$ cat src/rtl/muldiv_unit.sv
// Iterative RV32M/RV64M multiply/divide unit with valid/ready result handshake.
// Optional MULDIV_EARLY_OUT_EN: trivial operand cases finish one cycle after accept.
module muldiv_unit #(
  parameter int XLEN  = 32,
  parameter int CNT_W = $clog2(XLEN) + 1
) (
  input  logic            clk,
  input  logic            rst,
  input  logic            in_valid,
  output logic            in_ready,
  input  logic [2:0]      funct3,
  input  logic [XLEN-1:0] op_a,
  input  logic [XLEN-1:0] op_b,
  input  logic            flush,
  output logic            out_valid,
  input  logic            out_ready,
  output logic [XLEN-1:0] result,
  output logic            busy
);

  typedef enum logic [1:0] {
    IDLE,
    CALC,
    FIX,
    DONE
  } state_t;

  state_t state, state_nx;

  logic [2:0]        f3;
  logic              sign_a;
  logic              sign_b;
  logic [XLEN-1:0]   b_mag;
  logic [2*XLEN-1:0] acc;
  logic [CNT_W-1:0]  cnt;

  logic            accept;
  logic            a_sgn;
  logic            b_sgn;
  logic [XLEN-1:0] a_abs;
  logic [XLEN-1:0] b_abs;
  logic            early_hit;
  logic [XLEN-1:0] early_res;

  assign in_ready  = (state == IDLE);
  assign busy      = (state != IDLE);
  assign out_valid = (state == DONE);
  assign accept    = in_valid && in_ready && !flush;

  assign a_sgn = op_a[XLEN-1] &
                 (funct3[2] ? ~funct3[0]
                            : (funct3[1:0] == 2'b01 ||
                               funct3[1:0] == 2'b10));
  assign b_sgn = op_b[XLEN-1] &
                 (funct3[2] ? ~funct3[0]
                            : (funct3[1:0] == 2'b01));
  assign a_abs = a_sgn ? -op_a : op_a;
  assign b_abs = b_sgn ? -op_b : op_b;

`ifdef MULDIV_EARLY_OUT_EN
  localparam logic [XLEN-1:0] SMIN = {1'b1, {(XLEN-1){1'b0}}};

  always_comb begin
    early_hit = 1'b0;
    early_res = '0;
    if (funct3[2]) begin
      if (op_b == '0) begin
        early_hit = 1'b1;
        early_res = funct3[1] ? op_a : '1;
      end else if (!funct3[0] && op_a == SMIN && op_b == '1) begin
        early_hit = 1'b1;
        early_res = funct3[1] ? '0 : SMIN;
      end else if (op_a == '0) begin
        early_hit = 1'b1;
      end
    end else if (op_a == '0 || op_b == '0) begin
      early_hit = 1'b1;
    end
  end
`else
  assign early_hit = 1'b0;
  assign early_res = '0;
`endif

  // acc holds {hi, lo} of the product, or {remainder, quotient} when dividing
  logic [XLEN:0]     mul_sum;
  logic [2*XLEN-1:0] mul_nx;
  logic [XLEN:0]     div_trial;
  logic [2*XLEN-1:0] div_nx;

  assign mul_sum = {1'b0, acc[2*XLEN-1:XLEN]} + {1'b0, b_mag};
  assign mul_nx  = acc[0] ? {mul_sum, acc[XLEN-1:1]}
                          : {1'b0, acc[2*XLEN-1:1]};

  assign div_trial = acc[2*XLEN-1:XLEN-1] - {1'b0, b_mag};
  assign div_nx    = div_trial[XLEN]
                   ? {acc[2*XLEN-2:0], 1'b0}
                   : {div_trial[XLEN-1:0], acc[XLEN-2:0], 1'b1};

  logic [2*XLEN-1:0] prod;
  logic [XLEN-1:0]   quo;
  logic [XLEN-1:0]   rem;
  logic              q_neg;
  logic              b_zero;
  logic [XLEN-1:0]   fix_res;

  assign q_neg  = sign_a ^ sign_b;
  assign prod   = q_neg ? -acc : acc;
  assign quo    = acc[XLEN-1:0];
  assign rem    = acc[2*XLEN-1:XLEN];
  assign b_zero = (b_mag == '0);

  // x/0 leaves rem = |op_a|, so restoring its sign gives op_a back
  always_comb begin
    fix_res = '0;
    unique case (f3)
      3'b000:                 fix_res = prod[XLEN-1:0];
      3'b001, 3'b010, 3'b011: fix_res = prod[2*XLEN-1:XLEN];
      3'b100, 3'b101:         fix_res = b_zero ? '1
                                      : (q_neg ? -quo : quo);
      default:                fix_res = sign_a ? -rem : rem;
    endcase
  end

  always_comb begin
    state_nx = state;
    unique case (state)
      IDLE: if (accept) state_nx = early_hit ? DONE : CALC;
      CALC: if (cnt == CNT_W'(1)) state_nx = FIX;
      FIX:  state_nx = DONE;
      DONE: if (out_ready) state_nx = IDLE;
      default: state_nx = IDLE;
    endcase
    if (flush && state != IDLE) state_nx = IDLE;
  end

  always_ff @(posedge clk) begin
    if (rst) begin
      state  <= IDLE;
      f3     <= '0;
      sign_a <= 1'b0;
      sign_b <= 1'b0;
      b_mag  <= '0;
      acc    <= '0;
      cnt    <= '0;
      result <= '0;
    end else begin
      state <= state_nx;
      unique case (state)
        IDLE: if (accept) begin
          f3     <= funct3;
          sign_a <= a_sgn;
          sign_b <= b_sgn;
          b_mag  <= b_abs;
          acc    <= {{XLEN{1'b0}}, a_abs};
          cnt    <= CNT_W'(XLEN);
          if (early_hit) result <= early_res;
        end
        CALC: begin
          acc <= f3[2] ? div_nx : mul_nx;
          cnt <= cnt - CNT_W'(1);
        end
        FIX:  result <= fix_res;
        default: ;
      endcase
    end
  end

endmodule

$ cat config.mk
export PLATFORM = sky130hd
export DESIGN_NAME = muldiv_unit
export DESIGN_NICKNAME = d
export VERILOG_FILES = /design/src/rtl/muldiv_unit.sv
export SDC_FILE = /design/constraint.sdc
export NUM_CORES = 1
export LEC_CHECK = 0
export BUFFER_PORTS_ARGS = -buffer_cell sky130_fd_sc_hd__buf_2
export CAP_MARGIN = 30
export CORE_UTILIZATION = 45
export CTS_BUF_LIST = sky130_fd_sc_hd__clkbuf_16
export DETAILED_ROUTE_END_ITERATION = 16
export PLACE_DENSITY_LB_ADDON = 0.05
export SLEW_MARGIN = 20
export SYNTH_ARGS = -nofsm -noshare
export SYNTH_HDL_FRONTEND = slang
export SYNTH_SLANG_ARGS = --single-unit
$ cat constraint.sdc
create_clock -name clk -period 4.03 [get_ports clk]
set_input_delay 0.2015 -clock clk [delete_from_list [all_inputs] [get_ports clk]]
set_output_delay 0.2015 -clock clk [all_outputs]
set_load 0.1 [all_outputs]
# Word-level counts from Yosys, hierarchy flattened

Cells that the tools add are included.

Register bits after elaboration: 141
Input bits: 72
Output and inout port bits: 35
Word-level logic and storage cells: 70

Add/sub/neg operators: 8
Eq/ne operators: 14
Mux-type cells: 20
Bitwise gates (word level): 4
Reduce and logical (&&, ||, !) cells: 16

Operators with widths:

| operator              | count |
|---|---|
| $mux W64              | 5 |
| $mux W32              | 5 |
| $neg A32 Y32          | 4 |
| $pmux W64 S2          | 1 |
| $pmux W32 S3          | 1 |
| $neg A64 Y64          | 1 |
| $add A32 B32 Y33      | 1 |
| $sub A33 B32 Y33      | 1 |
| $logic_not A32 Y1     | 1 |
| $pmux W6 S2           | 1 |
| $pmux W2 S4           | 1 |
| $eq A2 B2 Y1 const B  | 3 |
| $eq A3 B2 Y1 const B  | 2 |
| $eq A3 B3 Y1 const B  | 2 |
| $eq A6 B1 Y1 const B  | 1 |
| $mux W2               | 3 |
| $mux W6               | 1 |
| $sub A6 B1 Y6 const B | 1 |
| $eq A2 B1 Y1 const B  | 2 |
| $ne A2 B1 Y1 const B  | 2 |
| $reduce_and A2 Y1     | 2 |
| $reduce_bool A2 Y1    | 2 |
| $reduce_or A2 Y1      | 2 |
| $eq A3 B1 Y1 const B  | 1 |
| other kinds (12)      | 16 |

# Logic depth before layout (Yosys ltp)

Gate-level depths: netlist of run 1.

Word-level depth: 7
Gate-level depth with buffers: 15
Mapped depth without buffers: 13

# Worst setup path after synthesis of run 1

OpenSTA, ideal clock, no wires.

Path type: register -> register
Start: register state[0]
End: register acc[59]
Library setup time: 0.124 ns
Arrival: 3.437 ns
Required time: 3.906 ns
Slack: 0.468 ns
Cell stages (with the launch flop): 11
Path buffers: 1
Clock period less this slack: 3.562 ns
Cell sequence: dfxtp_1 > inv_1 > ha_1 > inv_1 > o21ai_0 > or2_2 > clkbuf_1 > nor2_1 > a32o_1 > a31oi_1 > o21ai_0

Cells in the longest elaborated chain, start to end: 5
Elaborated cells between the ends (all ways): 8
Those cells by class: 2 x eq/ne; 1 x mux; 5 x reduce/logical

Ends and longest elaborated chain:

| element                          | line | RTL |
|---|---|---|
| start: declaration               | 28   | `state_t state, state_nx;` |
| start signal: assignment         | 148  | `state <= state_nx;` |
| $logic_not A2 Y1 (*)             | 45   | `assign in_ready = (state == IDLE);` |
| net in_ready                     | 10   | `output logic in_ready,` |
| $logic_and A1 B1 Y1 (2 in a row) | 48   | `assign accept = in_valid && in_ready && !flush;` |
| $ne A2 B1 Y1 (no line)           | -    |  |
| $reduce_and A2 Y1 (no line)      | -    |  |
| end signal: assignment           | 155  | `acc <= {{XLEN{1'b0}}, a_abs};` |
| end signal: assignment           | 160  | `acc <= f3[2] ? div_nx : mul_nx;` |
| end: declaration                 | 34   | `logic [2*XLEN-1:0] acc;` |

The timed path passes the listed nets; every way through them passes the cells marked *.
A chain may end at the register's enable or synchronous reset.

# Worst setup path in the final report of run 1

Start: register acc[32]
End: register acc[58]

Cells in the longest elaborated chain, start to end: 4
Elaborated cells between the ends (all ways): 6
Those cells by class: 2 x add/sub; 4 x mux

Ends and longest elaborated chain:

| element                                                     | line   | RTL |
|---|---|---|
| $sub A33 B32 Y33 / $add A32 B32 Y33 (equally long branches) | 95, 91 |  |
| $mux W64 (on tied branches)                                 | 97, 92 |  |
| $mux W64 (*)                                                | 160    |  |
| $pmux W64 S2 (*)                                            | 149    | `unique case (state)` |

Mark *: on every way between the ends. The rest lies on a longest branch, timed or not.

==> flow_summary.yaml, run 1 <==
yosys:
  ys_seq_elements: 141
  synth.largest_area_cell: "dfxtp_1"
  synth_area_leaders: "dfxtp_1 (20%), ha_1 (6.8%), xor2_1 (6.3%)"
  yosysUniqueCellTypes: 79
  synth.cell_area_um2: 13800
  synth_top_area_frac: 0.204
  yosys_warnings: 0
  async_reset_ff_frac: 0
  ys_top_cells_by_count: "nand2_1 (191), nor2_1 (180), a21oi_1 (171), dfxtp_1 (141), clkbuf_1 (123)"
  synthFlopType: "dfxtp_1"
  yosysMostFrequentCell: "nand2_1"
  syn_nets: 2056
  seq_area_frac_synth: 0.204
  synth.avg_cell_area_um2: 7.25
  postSynthCellCount: 1907
  synth_edf_count: 0
power_and_ir_drop:
  p_comb_frac: 0.583
  total_power_mw: 8.75
  swShare: 0.530
  powerDensity_nw_per_um2: 566
  ir_drop_uv: 474
  clkPwrFrac: 0.175
  power_switching_mw: 4.64
  seq_power_share: 0.242
  power.leakage_nw: 6.30
  intPower_mw: 4.11
detailed_routing:
  via_per_inst: 6.14
  firstDrtPassIters: 6
  wl_um: 49200
  ant_nets: 0
  drt-initial-drc-count: 1431
  vias: 14472
  wire_per_inst_um: 20.9
  route.detailed.drc: 0
place:
  dp.final_hpwl_um: 37400
  place.gp.congestion: 0.998
  dp_slack_ns: 0.256
  dpl-instance-area_um2: 14900
  io_buffers: 106
critical_path:
  arrival_ns: 4.10
  r2r_start: "acc[32]$_SDFFE_PP0P_"
  crit_fanout: 17
  reg2reg_setup_slack_ns: 0.25
  reg2reg_depth: 13
  critical_path_class: "register to register"
  r2r_end: "acc[58]$_SDFFE_PP0P_"
  cp.required_ns: 4.35
  cp-start-kind: "register"
  end_kind: "register"
grt:
  grt_overflow: 0
  antenna_found_initial: 0
  grt_pass1_wl_um: 75300
  grtUsageTotal: 0.312
  grt_pass1_vias: 12950
  grt_max_degree: 75
clock_network:
  clock_latency_ns: 0.44
  cts.path.max_buffers: 2
  cts.clk_slew.worst_paths_ns: 0.07
  cts_setup_buffers: 0
  cts_made_buffers: 17
  clock-root-buffer: "clkbuf_16"
  htree_levels: 4
  cts_num_sinks: 141
  cts_tree: "yes"
timing:
  rsz0062_at_grt: "false"
  maxSlewViolCount: 0
  hold_viol_final: 0
  setup_viol: 0
  setup_tns_ns: 0
  tightest_slew_ns: 0.906
  layout_setup_ws_ns: 0.246
  fmax_ghz: 0.264
  relSlewSlack: 0.396
  fin_skew_ns: 0.0126
  min_period_over_period: 0.939
  fin_crit_ns: 3.78
die:
  die_w_um: 177
  core_area_um2: 30000
  initial_core_util: 0.462
  io-pin-count: 107
  die_h_um: 177
  die_area_um2: 31400
  fp-row-count: 63
worst_hold_path:
  hold_start: "funct3[1]"
  worstHoldPathCells: 3
  hold_class: "input pin to register"
  holdPathEnd: "f3[1]$_SDFFE_PP0P_"
final_layout:
  syn_to_final_growth_pct: 11.9
  fin_nets: 2102
  layout-drive-gt1-share: 0.125
  antennaDiodeCount: 0
  fin_util: 0.517
  stdcell_area_um2: 15500
flow_run:
  cap_violations: 0
run_status:
  status: "finished clean"
-- cell usage in the layout (no fill, tap or decap), types with 19 or more instances in the layout --
cell type	count
nand2b_1	19
nor2_1	177
nor3_1	66
a211oi_1	47
nor4_1	20
nand3_1	32
o21ai_0	102
buf_4	66
o31ai_1	21
a21oi_1	170
a21o_1	34
o211ai_1	47
buf_2	105
nand2_1	191
mux2i_1	54
xor2_1	99
o221ai_1	19
xnor2_1	95
dfxtp_1	140
inv_1	76
ha_1	73
-- per-layer routing --
metal  part of all wire  up-vias  track usage
li1                   -     7022            -
met1               0.48     6798        0.462
met3              0.080       88       0.0482
met2               0.41      564        0.448
met4              0.031        0        0.113
met5                  0        -            0
-- power by group through the flow --
stage | Clock, mW | Sequential (mW) | Combinational (mW)
after global placement | 0 | 2.13 | 4.97
after CTS | 1.55 | 2.11 | 5.03
after detailed placement | 0 | 2.14 | 5.01
after floorplan | 0 | 2.85 | 2.96
after global routing | 1.61 | 2.16 | 5.50
final | 1.53 | 2.12 | 5.10
-- worst max-delay path by stage --
stage | start | end | depth (start not counted)
final | acc[32]$_SDFFE_PP0P_ | acc[58]$_SDFFE_PP0P_ | 13
after CTS | acc[32]$_SDFFE_PP0P_ | acc[58]$_SDFFE_PP0P_ | 13
after detailed placement | acc[32]$_SDFFE_PP0P_ | acc[55]$_SDFFE_PP0P_ | 13
after global placement | acc[32]$_SDFFE_PP0P_ | acc[55]$_SDFFE_PP0P_ | 13
after global routing | acc[32]$_SDFFE_PP0P_ | acc[35]$_SDFFE_PP0P_ | 13
after floorplan | state[0]$_SDFFE_PP0P_ | acc[59]$_SDFFE_PP0P_ | 10
-- metrics by stage --
step	hold WS, ns	cells
after floorplan	0.300	1907
after detailed placement	0.462	2323
after global placement	0.461	2321
after CTS	0.0205	2356
final	0.0353	2356
after global routing	0.0365	2356
-- state kept, by name, indices dropped and copies added (netlist names) --
register / cells
sign_b: 1
state: 2
acc: 64
f3: 3
result: 32
b_mag: 32
cnt: 6
sign_a: 1
-- kinds of logic (layout without fill, tap and decap cells) --
kind of cell | Yosys count | after routing | share of synthesized area
XOR/XNOR | 196 | 196 | 0.124
flip-flops | 141 | 141 | 0.204
multiplexers | 57 | 57 | 0.0415
AO/OA/AOI/OAI | 595 | 595 | 0.284
adder cells (fa/ha/maj) | 77 | 77 | 0.0708
AND/OR/NAND/NOR | 617 | 617 | 0.213
buffers and inverters | 224 | 283 | 0.0628
-- critical path: stages, from the launching register on --
cell,delay (ns)
dfxtp_1,0.45
inv_1,0.18
fa_1,0.46
nand2b_1,0.18
a21oi_1,0.21
o21ai_1,0.19
a211oi_2,0.31
o2111ai_1,0.19
and2_1,0.26
a311oi_4,0.43
buf_12,0.21
mux2_2,0.34
a22oi_1,0.15
o21ai_0,0.10
-- cell type report --
class	instances	area, um2
clock buffer	17	425
clock inverter	15	123
tap	390	488
fill	3104	14500
multi-input combinational	1542	10200
inverter	75	282
sequential	141	2820
timing repair buffer	176	1130
-- repair_timing --
action | CTS | global route
hold buffers | 1 | 0
endpoints found under the setup margin | 0 | 3
resized for setup | 0 | 1
endpoints found under the hold margin | 1 | 0
(Power assumes the default switching activity.)
==> inputs of run 2 (changes only) <==
BUFFER_PORTS_ARGS = -buffer_cell sky130_fd_sc_hd__buf_4   (was -buffer_cell sky130_fd_sc_hd__buf_2)
==> flow_summary.yaml, run 2 (synthesized netlist as in run 1, its figures left out) <==
critical_path:
  cpLargestDelayFamily: "compound AO/OA/AOI/OAI gates"
  path_buf_inv: 2
  cp-start-kind: "register"
  cpMaxStageDelayCell: "a311oi_4"
  slowest_delay_ns: 0.43
  reg2reg_setup_slack_ns: 0.28
  cpMostUsedCell: "mux2i_1"
  end_kind: "register"
  crit_fanout: 25
  arrival_ns: 4.09
  crit_path_cell_trace: "inv_1, ha_1, fa_1, nand2b_1, a21oi_1, o21ai_1, a211oi_2, o2111ai_1, and2_1, a311oi_4, buf_6, mux2i_1, mux2i_1, a22o_1"
  cp.required_ns: 4.37
  critical_path_class: "register to register"
final_layout:
  fillers: 3097
  syn_to_final_growth_pct: 14.2
  fin_cells: 2354
  regMostFlops: "acc"
  fin_nets: 2100
  largest_reg_flops: 64
  reg_top3: "acc: 64 flops, b_mag: 32 flops, result: 32 flops"
  multiInputGateArea_um2: 10200
  final_common_cell: "nand2_1"
  antennaDiodeCount: 0
  layout-drive-gt1-share: 0.124
  mostFrequentLayoutCells: "nand2_1 (191), nor2_1 (177), a21oi_1 (170)"
  register_area_um2: 2820
timing:
  min_period_over_period: 0.931
  layout_setup_ws_ns: 0.278
  tightest_slew_ns: 0.999
  rsz0062_at_grt: "false"
  relSlewSlack: 0.333
  whs_ns: 0.0299
  hold_viol_final: 0
  fin_crit_ns: 3.75
  fmax_ghz: 0.267
  setup_viol: 0
  fin_skew_ns: 0.0166
  maxSlewViolCount: 0
  setup_tns_ns: 0
power_and_ir_drop:
  swShare: 0.510
  power_switching_mw: 4.63
  power.leakage_nw: 6.38
  p_comb_frac: 0.569
  powerDensity_nw_per_um2: 575
  total_power_mw: 9.08
  clkPwrFrac: 0.198
  seq_power_share: 0.233
  ir_drop_uv: 501
  intPower_mw: 4.45
clock_network:
  clock-root-buffer: "clkbuf_16"
  clock_latency_ns: 0.45
  cts.clk_slew.worst_paths_ns: 0.07
  cts.path.max_buffers: 2
  htree_levels: 4
  cts_tree: "yes"
  cts_made_buffers: 17
  cts_setup_buffers: 0
  cts_num_sinks: 141
run_status:
  status: "finished clean"
detailed_routing:
  via_per_inst: 6.14
  vias: 14462
  wire_per_inst_um: 20.6
  ant_nets: 0
  firstDrtPassIters: 6
  route.detailed.drc: 0
  wl_um: 48500
  drt-initial-drc-count: 1182
grt:
  grt_max_degree: 72
  antenna_found_initial: 0
  grtUsageTotal: 0.308
  grt_pass1_vias: 13396
  grt_pass1_wl_um: 75300
  grt_overflow: 0
place:
  dp.cells: 2321
  io_buffers: 106
  dp_slack_ns: 0.208
  dp.final_hpwl_um: 36900
  place.gp.congestion: 1.02
flow_run:
  cap_violations: 0
die:
  fp-row-count: 63
  initial_core_util: 0.462
  die_area_um2: 31400
  io-pin-count: 107
  core_area_um2: 30000
  die_h_um: 177
  die_w_um: 177
worst_hold_path:
  hold_class: "input pin to register"
-- run 2: cell types whose count changed in the layout (fill, tap and decap cells not counted), moves of 2 or more --
cell / before / now
clkinvlp_4: 4 / 2
bufinv_16: 1 / 5
inv_6: 3 / 1
buf_4: 66 / 169
clkinv_2: 4 / 1
buf_8: 0 / 2
buf_16: 2 / 0
buf_2: 105 / 0
clkinv_4: 1 / 4
-- run 2: routing by layer --
metal / vias up / routed length (um) / global-route usage / part of all wire
met1: 6797 / 23000 / 0.444 / 0.47
met4: 0 / 1250 / 0.0969 / 0.026
met2: 563 / 20500 / 0.463 / 0.42
met3: 84 / 3810 / 0.0521 / 0.079
met5: - / 0 / 0 / 0
li1: 7018 / - / - / -
-- run 2: worst paths after layout --
kind	startpoint	endpoint	depth (start not counted)
worst min register to register	result[11]$_SDFFE_PP0P_	result[11]$_SDFFE_PP0P_	2
worst min-delay path	funct3[1]	f3[1]$_SDFFE_PP0P_	3
worst max-delay path	acc[31]$_SDFFE_PP0P_	acc[43]$_SDFFE_PP0P_	14
worst max register to register	acc[31]$_SDFFE_PP0P_	acc[43]$_SDFFE_PP0P_	14
-- run 2: area by class of cell --
class                   count  area share
repair buffers            174      0.0849
well taps                 390      0.0309
clock buffers              17      0.0269
inverters                  75      0.0178
clock inverters            15      0.0140
multi-input cells        1542       0.646
flip-flops and latches    141       0.179
-- run 2: worst register-to-register path: cells and delay by family (launching register included) --
| family | cells | cell delay, ns |
|---|---|---|
| and+or+nand+nor | 2 | 0.50 |
| AOI/OAI and AO/OA | 6 | 1.49 |
| adders and majority gates | 2 | 0.63 |
| buffers and inverters | 2 | 0.37 |
| DFF | 1 | 0.32 |
| muxes | 2 | 0.35 |
-- run 2: timing repair --
action                                 4_1_cts  5_1_grt
setup endpoints to repair                    0       12
hold buffers                                 1        0
endpoints found under the hold margin        1        0
gates resized for setup                      0        2
-- run 2: through the flow --
| stage | cell area [um2] | util |
|---|---|---|
| after floorplan | 13800 | - |
| after global placement | 15100 | 0.504 |
| after detailed placement | 15100 | 0.505 |
| after CTS | 15800 | 0.527 |
| after global routing | 15800 | 0.527 |
| final | 15800 | 0.527 |
-- run 2: power by group through the flow --
stage / clock network (mW) / logic, mW / registers [mW]
after floorplan: 0 / 2.96 / 2.85
after global placement: 0 / 5.04 / 2.13
after detailed placement: 0 / 5.07 / 2.13
after CTS: 1.82 / 5.10 / 2.10
after global routing: 1.87 / 5.56 / 2.15
final: 1.80 / 5.16 / 2.11
